--- config.mk ---
export PLATFORM = sky130hd
export DESIGN_NAME = imem_loader
export DESIGN_NICKNAME = d
export VERILOG_FILES = /design/src/rtl/imem_loader.sv
export SDC_FILE = /design/constraint.sdc
export NUM_CORES = 1
export LEC_CHECK = 0
export CORE_MARGIN = 8
export CORE_UTILIZATION = 47
export DETAILED_ROUTE_END_ITERATION = 10
export GPL_TIMING_DRIVEN = 0
export HOLD_SLACK_MARGIN = 0.08
export PLACE_DENSITY_LB_ADDON = 0.15
export SYNTH_ARGS = -nofsm -noshare
export SYNTH_HDL_FRONTEND = slang
export SYNTH_SLANG_ARGS = --single-unit
--- constraint.sdc ---
create_clock -name clk -period 1.87 [get_ports clk]
set_clock_uncertainty 0.2 [all_clocks]
set_input_delay 0.4675 -clock clk [delete_from_list [all_inputs] [get_ports clk]]
set_output_delay 0.4675 -clock clk [all_outputs]
set_load 0.02 [all_outputs]
--- src/rtl/imem_loader.sv ---
// Byte-stream loader that writes program words into instruction memory while the core is held in reset.
// Latency: imem_we 1 cycle after a word's 4th byte; backpressure: in_ready low outside a session (optional checksum: IMEM_LOADER_CKSUM_EN).
// in_ready drops in the same cycle as abort and while the last word's strobe is pending; bytes are then left unconsumed.
module imem_loader #(
    parameter int          ADDR_W    = 8,
    parameter logic [31:0] BASE_ADDR = 32'h0
) (
    input  logic        clk,
    input  logic        reset,
    input  logic        start,
    input  logic        abort,
    input  logic [7:0]  in_data,
    input  logic        in_valid,
    output logic        in_ready,
    output logic        imem_we,
    output logic [31:0] imem_addr,
    output logic [31:0] imem_wdata,
    output logic        cpu_hold,
    output logic        done,
    output logic        error
);

    typedef enum logic [2:0] {
        S_IDLE,
        S_CNT_HI,
        S_CNT_LO,
        S_DATA,
`ifdef IMEM_LOADER_CKSUM_EN
        S_CKSUM,
`endif
        S_DONE,
        S_ERR
    } state_t;

    localparam logic [16:0] CAP = 17'(2**ADDR_W);

    state_t          state, state_nxt;
    logic [15:0]     cnt;
    logic [ADDR_W:0] index;
    logic [23:0]     sh;
    logic [1:0]      bcnt;
    logic [15:0]     n_full;
    logic            last_word;
    logic            xfer;
    logic            load_start;
    logic            abort_go;
`ifdef IMEM_LOADER_CKSUM_EN
    logic [7:0]      cksum;
`else
    logic            last_pend;
`endif

    assign n_full     = {cnt[15:8], in_data};
    assign last_word  = (17'(index) + 17'd1) == {1'b0, cnt};
    assign xfer       = in_valid & in_ready;
    assign abort_go   = abort && (state != S_IDLE);
    // CNT_HI is reachable only through an accepted start
    assign load_start = (state_nxt == S_CNT_HI) && (state != S_CNT_HI);

    always_ff @(posedge clk or negedge reset) begin
        if (!reset) state <= S_IDLE;
        else        state <= state_nxt;
    end

    always_comb begin
        state_nxt = state;
        in_ready  = 1'b0;
        done      = 1'b0;
        error     = 1'b0;
        cpu_hold  = 1'b1;
        case (state)
            S_IDLE: if (start) state_nxt = S_CNT_HI;
            S_CNT_HI: begin
                in_ready = 1'b1;
                if (in_valid) state_nxt = S_CNT_LO;
            end
            S_CNT_LO: begin
                in_ready = 1'b1;
                if (in_valid) begin
                    if (n_full == 16'd0)            state_nxt = S_DONE;
                    else if ({1'b0, n_full} > CAP)  state_nxt = S_ERR;
                    else                            state_nxt = S_DATA;
                end
            end
`ifdef IMEM_LOADER_CKSUM_EN
            S_DATA: begin
                in_ready = 1'b1;
                if (in_valid && bcnt == 2'd3 && last_word) state_nxt = S_CKSUM;
            end
            S_CKSUM: begin
                in_ready = 1'b1;
                if (in_valid) state_nxt = ((cksum ^ in_data) == 8'd0) ? S_DONE : S_ERR;
            end
`else
            // Finish only after the last strobe so the core never runs during a write
            S_DATA: begin
                in_ready = !last_pend;
                if (last_pend) state_nxt = S_DONE;
            end
`endif
            S_DONE: begin
                done     = 1'b1;
                cpu_hold = 1'b0;
                if (start) state_nxt = S_CNT_HI;
            end
            S_ERR: begin
                error = 1'b1;
                if (start) state_nxt = S_CNT_HI;
            end
            default: state_nxt = S_IDLE;
        endcase
        if (abort_go) begin
            state_nxt = S_IDLE;
            in_ready  = 1'b0;
        end
    end

    always_ff @(posedge clk or negedge reset) begin
        if (!reset) begin
            imem_we    <= 1'b0;
            imem_addr  <= BASE_ADDR;
            imem_wdata <= 32'd0;
            cnt        <= 16'd0;
            index      <= '0;
            sh         <= 24'd0;
            bcnt       <= 2'd0;
`ifdef IMEM_LOADER_CKSUM_EN
            cksum      <= 8'd0;
`else
            last_pend  <= 1'b0;
`endif
        end else begin
            imem_we <= 1'b0;
            if (imem_we) index <= index + (ADDR_W+1)'(1);
            if (load_start || abort_go) begin
                index <= '0;
                bcnt  <= 2'd0;
`ifdef IMEM_LOADER_CKSUM_EN
                cksum <= 8'd0;
`else
                last_pend <= 1'b0;
`endif
            end else if (xfer) begin
                case (state)
                    S_CNT_HI: cnt[15:8] <= in_data;
                    S_CNT_LO: cnt[7:0]  <= in_data;
                    S_DATA: begin
                        sh   <= {sh[15:0], in_data};
                        bcnt <= bcnt + 2'd1;
`ifdef IMEM_LOADER_CKSUM_EN
                        cksum <= cksum ^ in_data;
`endif
                        if (bcnt == 2'd3) begin
                            imem_wdata <= {sh, in_data};
                            imem_addr  <= BASE_ADDR + 32'({index, 2'b00});
                            imem_we    <= 1'b1;
`ifndef IMEM_LOADER_CKSUM_EN
                            if (last_word) last_pend <= 1'b1;
`endif
                        end
                    end
                    default: ;
                endcase
            end
        end
    end

endmodule

==> impl_metrics.csv, run 1 <==
group,metric,value,unit
sta,rsz0062_at_grt,"true",
finish,final_util,66.9,%
synthesis,yosysTopAreaCell,"dfrtp_1",
synthesis,yosysWarnings,0,
synthesis,synth_top_family_by_area,"multiplexers",
grt,grt_max_degree,65,
cts,cts_tree,"done",
floorplanning,die_w,113,um
synthesis,synth_compound_area_share,3.50,%
outcome,outcome,"finished, violations left",
floorplanning,dieArea,0.0128,mm^2
placement,dp_cells,533,
floorplanning,die_h,113,um
cts,clock_sinks,97,
synthesis,muxShareOfSynthArea,21.3,%
synthesis,synth_commonest_cells,"dfrtp_1 (97), mux2_2 (82), buf_4 (23)",
sta,setup_ws,-0.181,ns
grt,globalRouteMet2Util,28.4,%
finish,antennaDiodeCount,0,
sta,slew_violations,0,
finish,area_delta_synth_final,38.6,%
setup_path,critPathMaxStageDelay,0.43,ns
cts,clkTransAtPathRegs,0.10,ns
cts,clkLatencyLatePin,0.36,ns
drt,drt-pass1-iter-count,4,
setup_path,crit_family,"compound AO/OA/AOI/OAI gates",
setup_path,crit_required,1.96,ns
grt,grt.overflow.total,0,
synthesis,yosysUniqueCellTypes,43,
floorplanning,start_util,48.2,%
synthesis,syn_area,0.00444,mm^2
finish,layout-drive-gt1-share,41.6,%
floorplanning,fp.coreArea,0.00920,mm^2
finish,finalNonFillerCells,580,
floorplanning,io_pins,82,
cts,h-tree-depth,3,
drt,drt-vias-per-instance,5.23,
sta,setup_tns,-3.82,ns
pwr,p_leak,3.09,nW
setup_path,path_class,"reg -> reg",
synthesis,synth-seq-area-share,54.7,%
setup_path,setup.worst_path.end_class,"flip-flop",
grt,grt_use_met1,21.0,%
synthesis,ys.flop_type,"dfrtp_1",
pwr,power.total,0.00554,W
synthesis,synth_top_area_share,54.7,%
synthesis,synth_edf_count,0,
placement,hpwl,6.55,mm
flow_run,drv_cap,0,
synthesis,synth_adder_area_share,0.564,%
synthesis,syn_inst,342,
setup_path,cp_cell_sequence,"buf_4 > mux2_2 > a2111o_1 > o211ai_2 > nor3_4 > buf_6 > o21ai_2",
grt,busiest_layer,"met2",
worst_hold_path,hold_path.class,"in -> reg",
grt,grt_pass1_vias,3177,
sta,layout_worst_path_cycle_share,110,%
synthesis,yosys.area_share.simple,9.73,%
cts,cts.path.max_buffers,2,
pwr,ir_worst_vdd,0.604,mV
setup_path,crit_slowest_cell,"dfrtp_1",
floorplanning,rows,35,
finish,design_area,0.00615,mm^2
cts,cts_buffers,9,
placement,gp_congestion,0.796,
drt,drc_errors,0,
synthesis,ys_ff_latch,97,
setup_path,cp_num_buf_inv,2,
setup_path,path_max_fanout,10,
grt,track_usage,17.0,%
synthesis,netlist_top_cells_area,"dfrtp_1 (55%), mux2_2 (21%), buf_4 (3.9%)",
sta,hold_viol,0,
placement,port_buffers,57,
grt,grt_pass1_wl,17.0,mm
setup_path,worstPathArrival,2.14,ns
setup_path,critPathLaunchType,"flip-flop",
synthesis,synth_most_common_cell,"dfrtp_1",
outcome,violations,"setup timing",
cts,clock-root-buffer,"clkbuf_8",
placement,dpl-instance-area,0.00534,mm^2
grt,use_met3,4.85,%
finish,nNetsFinal,479,
drt,totalWireLength,10.8,mm
synthesis,synth_xor_area_share,3.75,%
sta,min_period,2.05,ns
drt,wl_per_cell,18.6,um
synthesis,ys_async_sr_fraction,100,%
grt,antenna_found_initial,0,
sta,setup_viol,73,
synthesis,syn_area_per_cell,13.0,um^2
sta,max_freq,0.488,GHz
drt,drt_iter0_markers,127,
drt,vias,3031,
drt,ant_nets,0,
pwr,p_per_area,900,mW/mm^2
cells by family (layout without fill, tap and decap cells):
| kind of cell | Yosys count | after routing |
|---|---|---|
| compound gates | 22 | 22 |
| fa+ha+maj | 2 | 2 |
| xor+xnor | 19 | 19 |
| mux | 84 | 84 |
| flops | 97 | 97 |
| simple gates | 74 | 74 |
| other cells | 1 | 23 |
| buf+inv | 43 | 148 |
final cells by class:
cell class | count | area, um^2
Multi-Input combinational cell | 224 | 2140
Clock buffer | 10 | 138
Timing Repair Buffer | 92 | 911
Inverter | 3 | 11.3
Buffer | 37 | 327
Clock inverter | 6 | 53.8
Tap cell | 111 | 139
Fill cell | 690 | 3050
Sequential cell | 97 | 2430
registers in the layout, indices dropped and copies added (netlist names):
| signal | count |
|---|---|
| cnt | 16 |
| bcnt | 2 |
| imem_addr | 9 |
| imem_we | 1 |
| index | 9 |
| last_pend | 1 |
| imem_wdata | 32 |
| sh | 24 |
| state | 3 |
worst reg2reg max path: cells and delay by family (launching register included):
kind            cells  cell delay (ns)
compound gates      3             0.69
flops               1             0.43
buf+inv             2             0.32
mux                 1             0.27
simple gates        1             0.09
per-layer routing:
metal / vias to the layer above / wire length [um] / part of all wire (%)
li1: 1401 / - / -
met1: 1541 / 4830 / 45
met2: 77 / 5240 / 49
met3: 12 / 555 / 5.1
met4: 0 / 153 / 1.4
met5: - / 0 / 0
cells in the final DEF, fill, tap and decap left out, drive strengths merged, types with 2 or more instances in the layout:
master and n:
ha 2, o21ai 8, or3 2, inv 8
xor2 9, nand2b 4, xnor2 10, and2 2
and3b 4, clkbuf 13, dlygate4sd2 50, nand3b 3
nor3b 2, o31ai 3, buf 73, conb 23
o22ai 2, dfrtp 97, mux2i 2, nor4 4
mux2 82, and3 2, nor2 16, nand2 12
nand3 7, and4b 2, nand4 6, nor3 5
stage by stage:
stage / hold slack, ns / worst slack (ns)
after global placement: 0.284 / -3.40
after floorplan: -0.0281 / -0.193
after CTS: 0.245 / -0.202
final: 0.292 / -0.181
after global routing: 0.315 / -0.241
after detailed placement: 0.256 / -0.984
final timing paths:
path | startpoint | to | slack (ns) | cells after the start
max | state[1]$_DFF_PN0_ | bcnt[1]$_DFFE_PN0P_ | -0.18 | 7
min reg2reg | imem_wdata[13]$_DFFE_PN0P_ | imem_wdata[13]$_DFFE_PN0P_ | 0.31 | 1
max reg2reg | state[1]$_DFF_PN0_ | bcnt[1]$_DFFE_PN0P_ | -0.18 | 7
max in group asynchronous | reset | imem_wdata[20]$_DFFE_PN0P_ | 0.42 | 3
min | abort | state[1]$_DFF_PN0_ | 0.29 | 3
min in group asynchronous | reset | imem_wdata[14]$_DFFE_PN0P_ | 0.40 | 2
report_power, final:
group          switching, W  internal (W)  total [W]
clock network      0.000780      0.000549    0.00133
logic              0.000600      0.000809    0.00141
registers          0.000325       0.00247    0.00280
what timing repair did:
| action | in CTS | in global routing |
|---|---|---|
| hold endpoints to repair | 33 | 0 |
| gates cloned | 7 | 0 |
| setup endpoints to repair | 142 | 91 |
| hold buffers | 1 | 0 |
| setup buffers | 25 | 8 |
| pin swaps | 4 | 6 |
| gates resized for setup | 150 | 46 |
Power figures use the tool's default switching activity.
==> inputs of run 2 (changes only) <==
SLEW_MARGIN = 20   (was not set)
==> run 2 against run 1 <==
Against the previous run: largest power group unchanged; core utilization increased by 1.3 points; the run still ends with setup timing left; total power grew 2.2%; sequential power about the same; combinational power increased by 8%; critical path type is now in -> reg; worst hold slack got worse by 0.017 ns; critical endpoint is now last_pend$_DFFE_PN0P_; clock-buffer cell count did not move; register-to-register slack about the same; worst setup slack worse by 0.022 ns; sequential share of layout area shrank 0.77 points; cell count increased by 0.34%; critical path depth increased by 2.
==> impl_metrics.csv, run 2 (same netlist as run 1, synthesis figures left out) <==
group,metric,value,unit
outcome,outcome,"finished, violations left",
outcome,violations,"setup timing",
floorplanning,die_w,113,um
sta,slew_violations,0,
placement,gp_congestion,0.796,
drt,drt_iter0_markers,151,
grt,grt.overflow.total,0,
setup_path,crit_family,"buffers and inverters",
grt,grt_max_degree,79,
setup_path,worstPathArrival,2.12,ns
placement,port_buffers,57,
placement,dp_cells,533,
drt,wl_met2,5.33,mm
floorplanning,die_h,113,um
finish,finalNonFillerCells,582,
finish,reg_top3,"imem_wdata x32, sh x24, cnt x16",
cts,cts.path.max_buffers,2,
finish,final_cell_mix,"dfrtp_1 (95), mux2_4 (64), dlygate4sd2_1 (48)",
finish,largest_register_ffs,32,
drt,wl_per_cell,18.9,um
sta,rsz0062_at_grt,"true",
sta,setup_viol,81,
drt,met3_length,565,um
grt,grt_pass1_vias,3154,
worst_hold_path,hold_path.class,"in -> reg",
finish,antennaDiodeCount,0,
setup_path,cp_cell_sequence,"dlygate4sd2_1 > nor3b_4 > buf_6 > buf_4 > buf_4 > nand4_1 > nor3_1 > nand4_1 > o31ai_2",
finish,max_flop_register,"imem_wdata",
finish,layout_commonest_cell,"dfrtp_1",
floorplanning,dieArea,0.0128,mm^2
finish,nNetsFinal,481,
setup_path,cp_num_buf_inv,4,
finish,layout-drive-gt1-share,44.8,%
sta,setup_ws,-0.203,ns
drt,drt-vias-per-instance,5.20,
drt,drc_errors,0,
sta,whs,0.274,ns
setup_path,path_class,"in -> reg",
setup_path,regToRegSetupSlack,-0.19,ns
sta,min_period,2.07,ns
cts,clock-root-buffer,"clkbuf_8",
drt,vias,3026,
placement,hpwl,6.52,mm
drt,ant_nets,0,
sta,max_freq,0.482,GHz
setup_path,critPathMaxStageDelay,0.34,ns
pwr,power.total,0.00566,W
floorplanning,io_pins,82,
floorplanning,rows,35,
finish,area_delta_synth_final,41.3,%
setup_path,path_max_fanout,4,
setup_path,crit_slowest_cell,"dlygate4sd2_1",
floorplanning,start_util,48.2,%
sta,hold_viol,0,
grt,grt_pass1_wl,16.6,mm
cts,clkLatencyLatePin,0.35,ns
pwr,ir_worst_vdd,0.613,mV
cts,clkTransAtPathRegs,0.10,ns
sta,layout_worst_path_cycle_share,111,%
setup_path,crit_required,1.92,ns
pwr,p_leak,3.12,nW
finish,final_util,68.2,%
cts,cts_buffers,9,
cts,clock_sinks,97,
drt,totalWireLength,11.0,mm
setup_path,setup.worst_path.end_class,"flip-flop",
flow_run,drv_cap,0,
drt,drt-pass1-iter-count,4,
grt,track_usage,16.2,%
pwr,p_per_area,902,mW/mm^2
drt,met1_length,4.97,mm
setup_path,critPathLaunchType,"input port",
cts,cts_tree,"done",
placement,post-place-ws,-0.940,ns
cts,h-tree-depth,3,
drt,topRoutingLayerUsed,"met4",
grt,antenna_found_initial,0,
floorplanning,fp.coreArea,0.00920,mm^2
## run 2: final cells by class
class | instances | area (um^2)
plain buffers | 40 | 392
clock buffers | 10 | 138
clock inverters | 6 | 56.3
fillers | 681 | 2930
inverters | 3 | 11.3
multi-input cells | 224 | 2190
flip-flops and latches | 97 | 2430
well taps | 111 | 139
repair buffers | 91 | 916
## run 2: metal layers
| metal | track usage (%) | vias up |
|---|---|---|
| met3 | 3.89 | 15 |
| met1 | 20.7 | 1529 |
| li1 | - | 1410 |
| met4 | 6.04 | 0 |
| met5 | 0 | - |
| met2 | 26.2 | 72 |
## run 2: through the flow
stage	cell area (um^2)	setup TNS, ns
global route	6270	-10.80
finish	6270	-7.04
global placement	5310	-399.55
floorplan	4600	-3.99
CTS	6050	-7.41
detailed placement	5340	-71.60
## run 2: final timing paths
path | startpoint | endpoint | cells past startpoint
setup / recovery | in_valid | last_pend$_DFFE_PN0P_ | 9
hold / removal | in_data[5] | sh[5]$_DFFE_PN0P_ | 2
setup reg to reg | state[2]$_DFF_PN0_ | last_pend$_DFFE_PN0P_ | 9
hold reg to reg | imem_wdata[27]$_DFFE_PN0P_ | imem_wdata[27]$_DFFE_PN0P_ | 1
max in group asynchronous | reset | sh[20]$_DFFE_PN0P_ | 3
min in group asynchronous | reset | imem_addr[2]$_DFFE_PN0P_ | 2
## run 2: what timing repair did
item                                    4_1_cts  5_1_grt
setup buffers                                22        5
gates cloned                                  5        3
endpoints found under the setup margin      142       99
hold buffers                                  1        0
resized for setup                           143       62
endpoints found under the hold margin        23        0
pin swaps                                     4       15
## run 2: report_power, final
group          total (W)  internal [W]  switching, W
Clock            0.00133      0.000551      0.000782
Sequential       0.00280       0.00247      0.000328
Combinational    0.00152      0.000865      0.000657
==> inputs of run 3 (changes only) <==
--- a/config.mk
+++ b/config.mk
@@ -6,4 +6,5 @@
 export NUM_CORES = 1
 export LEC_CHECK = 0
+export ABC_CLOCK_PERIOD_IN_PS = 1870
 export CORE_MARGIN = 8
 export CORE_UTILIZATION = 47
@@ -12,4 +13,5 @@
 export HOLD_SLACK_MARGIN = 0.08
 export PLACE_DENSITY_LB_ADDON = 0.15
+export RECOVER_POWER = 50
 export SLEW_MARGIN = 20
 export SYNTH_ARGS = -nofsm -noshare
==> constraint.sdc (replaced) <==
create_clock -name clk -period 1.87 [get_ports clk]
set_clock_uncertainty 0.2 [all_clocks]
set_input_delay 0.374 -clock clk [delete_from_list [all_inputs] [get_ports clk]]
set_output_delay 0.374 -clock clk [all_outputs]
set_load 0.02 [all_outputs]
==> run 3 against run 2 <==
Against the previous run: the run still ends with setup timing left; critical endpoint is now bcnt[1]$_DFFE_PN0P_; cell count shrank 1.7%; global-route usage shrank 0.89 points; highest routed layer unchanged; maximum frequency increased by 5.5%; critical path type is now reg -> reg.
==> impl_metrics.csv, run 3 (same netlist as run 1, synthesis figures left out) <==
group,metric,value,unit
outcome,outcome,"finished, violations left",
outcome,violations,"setup timing",
setup_path,setup.worst_path.end_class,"flip-flop",
sta,setup_ws,-0.0952,ns
setup_path,r2r_end,"bcnt[1]$_DFFE_PN0P_",
grt,grt_pass1_wl,15.6,mm
finish,antennaDiodeCount,0,
drt,drt-vias-per-instance,5.16,
drt,vias,2952,
drt,drt-pass1-iter-count,4,
grt,grt_max_degree,73,
setup_path,critPathMaxStageDelay,0.42,ns
finish,regArea,0.00243,mm^2
sta,hold_viol,0,
worst_hold_path,hp-start,"abort",
setup_path,cp_cell_sequence,"buf_4 > mux2_4 > a2111o_1 > o211ai_2 > nor3_4 > buf_6 > o21ai_2",
finish,finalNonFillerCells,572,
setup_path,regToRegStartpoint,"state[1]$_DFF_PN0_",
sta,min_period,1.97,ns
setup_path,crit_required,1.98,ns
pwr,p_per_area,933,mW/mm^2
placement,dp_cells,533,
cts,clkLatencyLatePin,0.37,ns
finish,area_delta_synth_final,33.9,%
setup_path,path_max_fanout,10,
pwr,ir_worst_vdd,0.426,mV
finish,final_cell_mix,"dfrtp_1 (93), mux2_2 (59), dlygate4sd2_1 (49)",
floorplanning,dieArea,0.0128,mm^2
floorplanning,fp.coreArea,0.00920,mm^2
setup_path,rr_worst_depth,7,
drt,totalWireLength,9.84,mm
cts,clkTransAtPathRegs,0.10,ns
sta,setup_viol,26,
floorplanning,io_pins,82,
finish,max_flop_register,"imem_wdata",
drt,drc_errors,0,
setup_path,crit_slowest_cell,"dfrtp_1",
grt,grt_pass1_vias,2978,
sta,max_freq,0.509,GHz
finish,layout-drive-gt1-share,41.2,%
flow_run,drv_cap,0,
worst_hold_path,hold_path_end,"state[0]$_DFF_PN0_",
finish,multi_input_area,0.00200,mm^2
drt,ant_nets,0,
grt,grt.overflow.total,0,
placement,hpwl,6.39,mm
placement,port_buffers,57,
cts,cts_tree,"done",
sta,layout_worst_path_cycle_share,105,%
finish,nNetsFinal,471,
setup_path,path_class,"reg -> reg",
finish,fill_cells,733,
cts,cts_buffers,9,
cts,cts.path.max_buffers,2,
floorplanning,start_util,48.2,%
finish,layout_commonest_cell,"dfrtp_1",
setup_path,regToRegSetupSlack,-0.1,ns
sta,slew_violations,0,
floorplanning,die_w,113,um
pwr,p_leak,3.00,nW
sta,relSlewSlack,56.1,%
floorplanning,die_h,113,um
sta,rsz0062_at_grt,"true",
finish,largest_register_ffs,32,
sta,worst_slew_pin_slew,0.659,ns
floorplanning,rows,35,
worst_hold_path,hold_depth,4,
placement,gp_congestion,0.809,
drt,drt_iter0_markers,95,
cts,clock-root-buffer,"clkbuf_8",
grt,antenna_found_initial,0,
setup_path,critPathLaunchType,"flip-flop",
cts,h-tree-depth,3,
setup_path,worstPathArrival,2.07,ns
finish,reg_top3,"imem_wdata x32, sh x24, cnt x16",
grt,track_usage,15.3,%
cts,clock_sinks,97,
finish,final_util,64.6,%
worst_hold_path,hold_path.class,"in -> reg",
drt,wl_per_cell,17.2,um
run 3: power breakdown:
group          total (W)  switching, W  internal [W]  leakage [nW]
Clock            0.00142      0.000783      0.000641        0.0994
Sequential       0.00276      0.000287       0.00247          1.30
Combinational    0.00136      0.000580      0.000782          1.60
run 3: through the flow:
stage / TNS (ns) / power, W / setup WS (ns) / cell area [um^2] / hold slack [ns]
3_5_place_dp: -68.08 / 0.00396 / -0.844 / 5310 / 0.0551
3_3_place_gp: -388.38 / 0.00391 / -3.32 / 5280 / 0.286
5_1_grt: -3.53 / 0.00585 / -0.157 / 5940 / 0.269
4_1_cts: -0.884 / 0.00549 / -0.0900 / 5730 / 0.172
6_report: -0.971 / 0.00555 / -0.0952 / 5940 / 0.235
2_1_floorplan: -1.85 / 0.00364 / -0.0998 / 4570 / -0.122
run 3: final cells by class:
class                   instances  share of cell area (%)
inverters                       3                   0.190
well taps                     111                    2.34
repair buffers                 81                    13.2
clock inverters                 6                    1.26
multi-input cells             225                    33.7
clock buffers                  10                    2.15
plain buffers                  39                    6.28
flip-flops and latches         97                    40.9
run 3: worst max path at each step:
| stage | endpoint | slack, ns | startpoint | cells past startpoint |
|---|---|---|---|---|
| floorplan | sh[10]$_DFFE_PN0P_ | -0.1 | abort | 5 |
| global placement | imem_wdata[17]$_DFFE_PN0P_ | -3.32 | reset | 1 |
| detailed placement | sh[22]$_DFFE_PN0P_ | -0.84 | in_valid | 5 |
| CTS | in_ready | -0.09 | state[2]$_DFF_PN0_ | 3 |
| global route | index[5]$_DFFE_PN0P_ | -0.16 | state[1]$_DFF_PN0_ | 7 |
| finish | bcnt[1]$_DFFE_PN0P_ | -0.1 | state[1]$_DFF_PN0_ | 7 |
run 3: worst max-delay path: cells and delay by family (launching register included):
kind / cells / cell delay [ns]
AOI/OAI and AO/OA: 3 / 0.64
buffers and inverters: 2 / 0.31
DFF: 1 / 0.42
muxes: 1 / 0.25
and+or+nand+nor: 1 / 0.08
run 3: per-layer routing:
metal | wire [um] | up-vias | track usage [%]
li1 | - | 1387 | -
met1 | 4500 | 1473 | 19.5
met5 | 0 | - | 0
met3 | 588 | 14 | 4.74
met4 | 163 | 0 | 6.13
met2 | 4590 | 78 | 23.8
run 3: what timing repair did:
| item | CTS | global route |
|---|---|---|
| pin swaps | 5 | 1 |
| endpoints found under the setup margin | 140 | 79 |
| gates resized for setup | 121 | 21 |
| gates cloned | 1 | 5 |
| setup buffers | 11 | 6 |
| endpoints found under the hold margin | 97 | 0 |
| hold buffers | 1 | 0 |
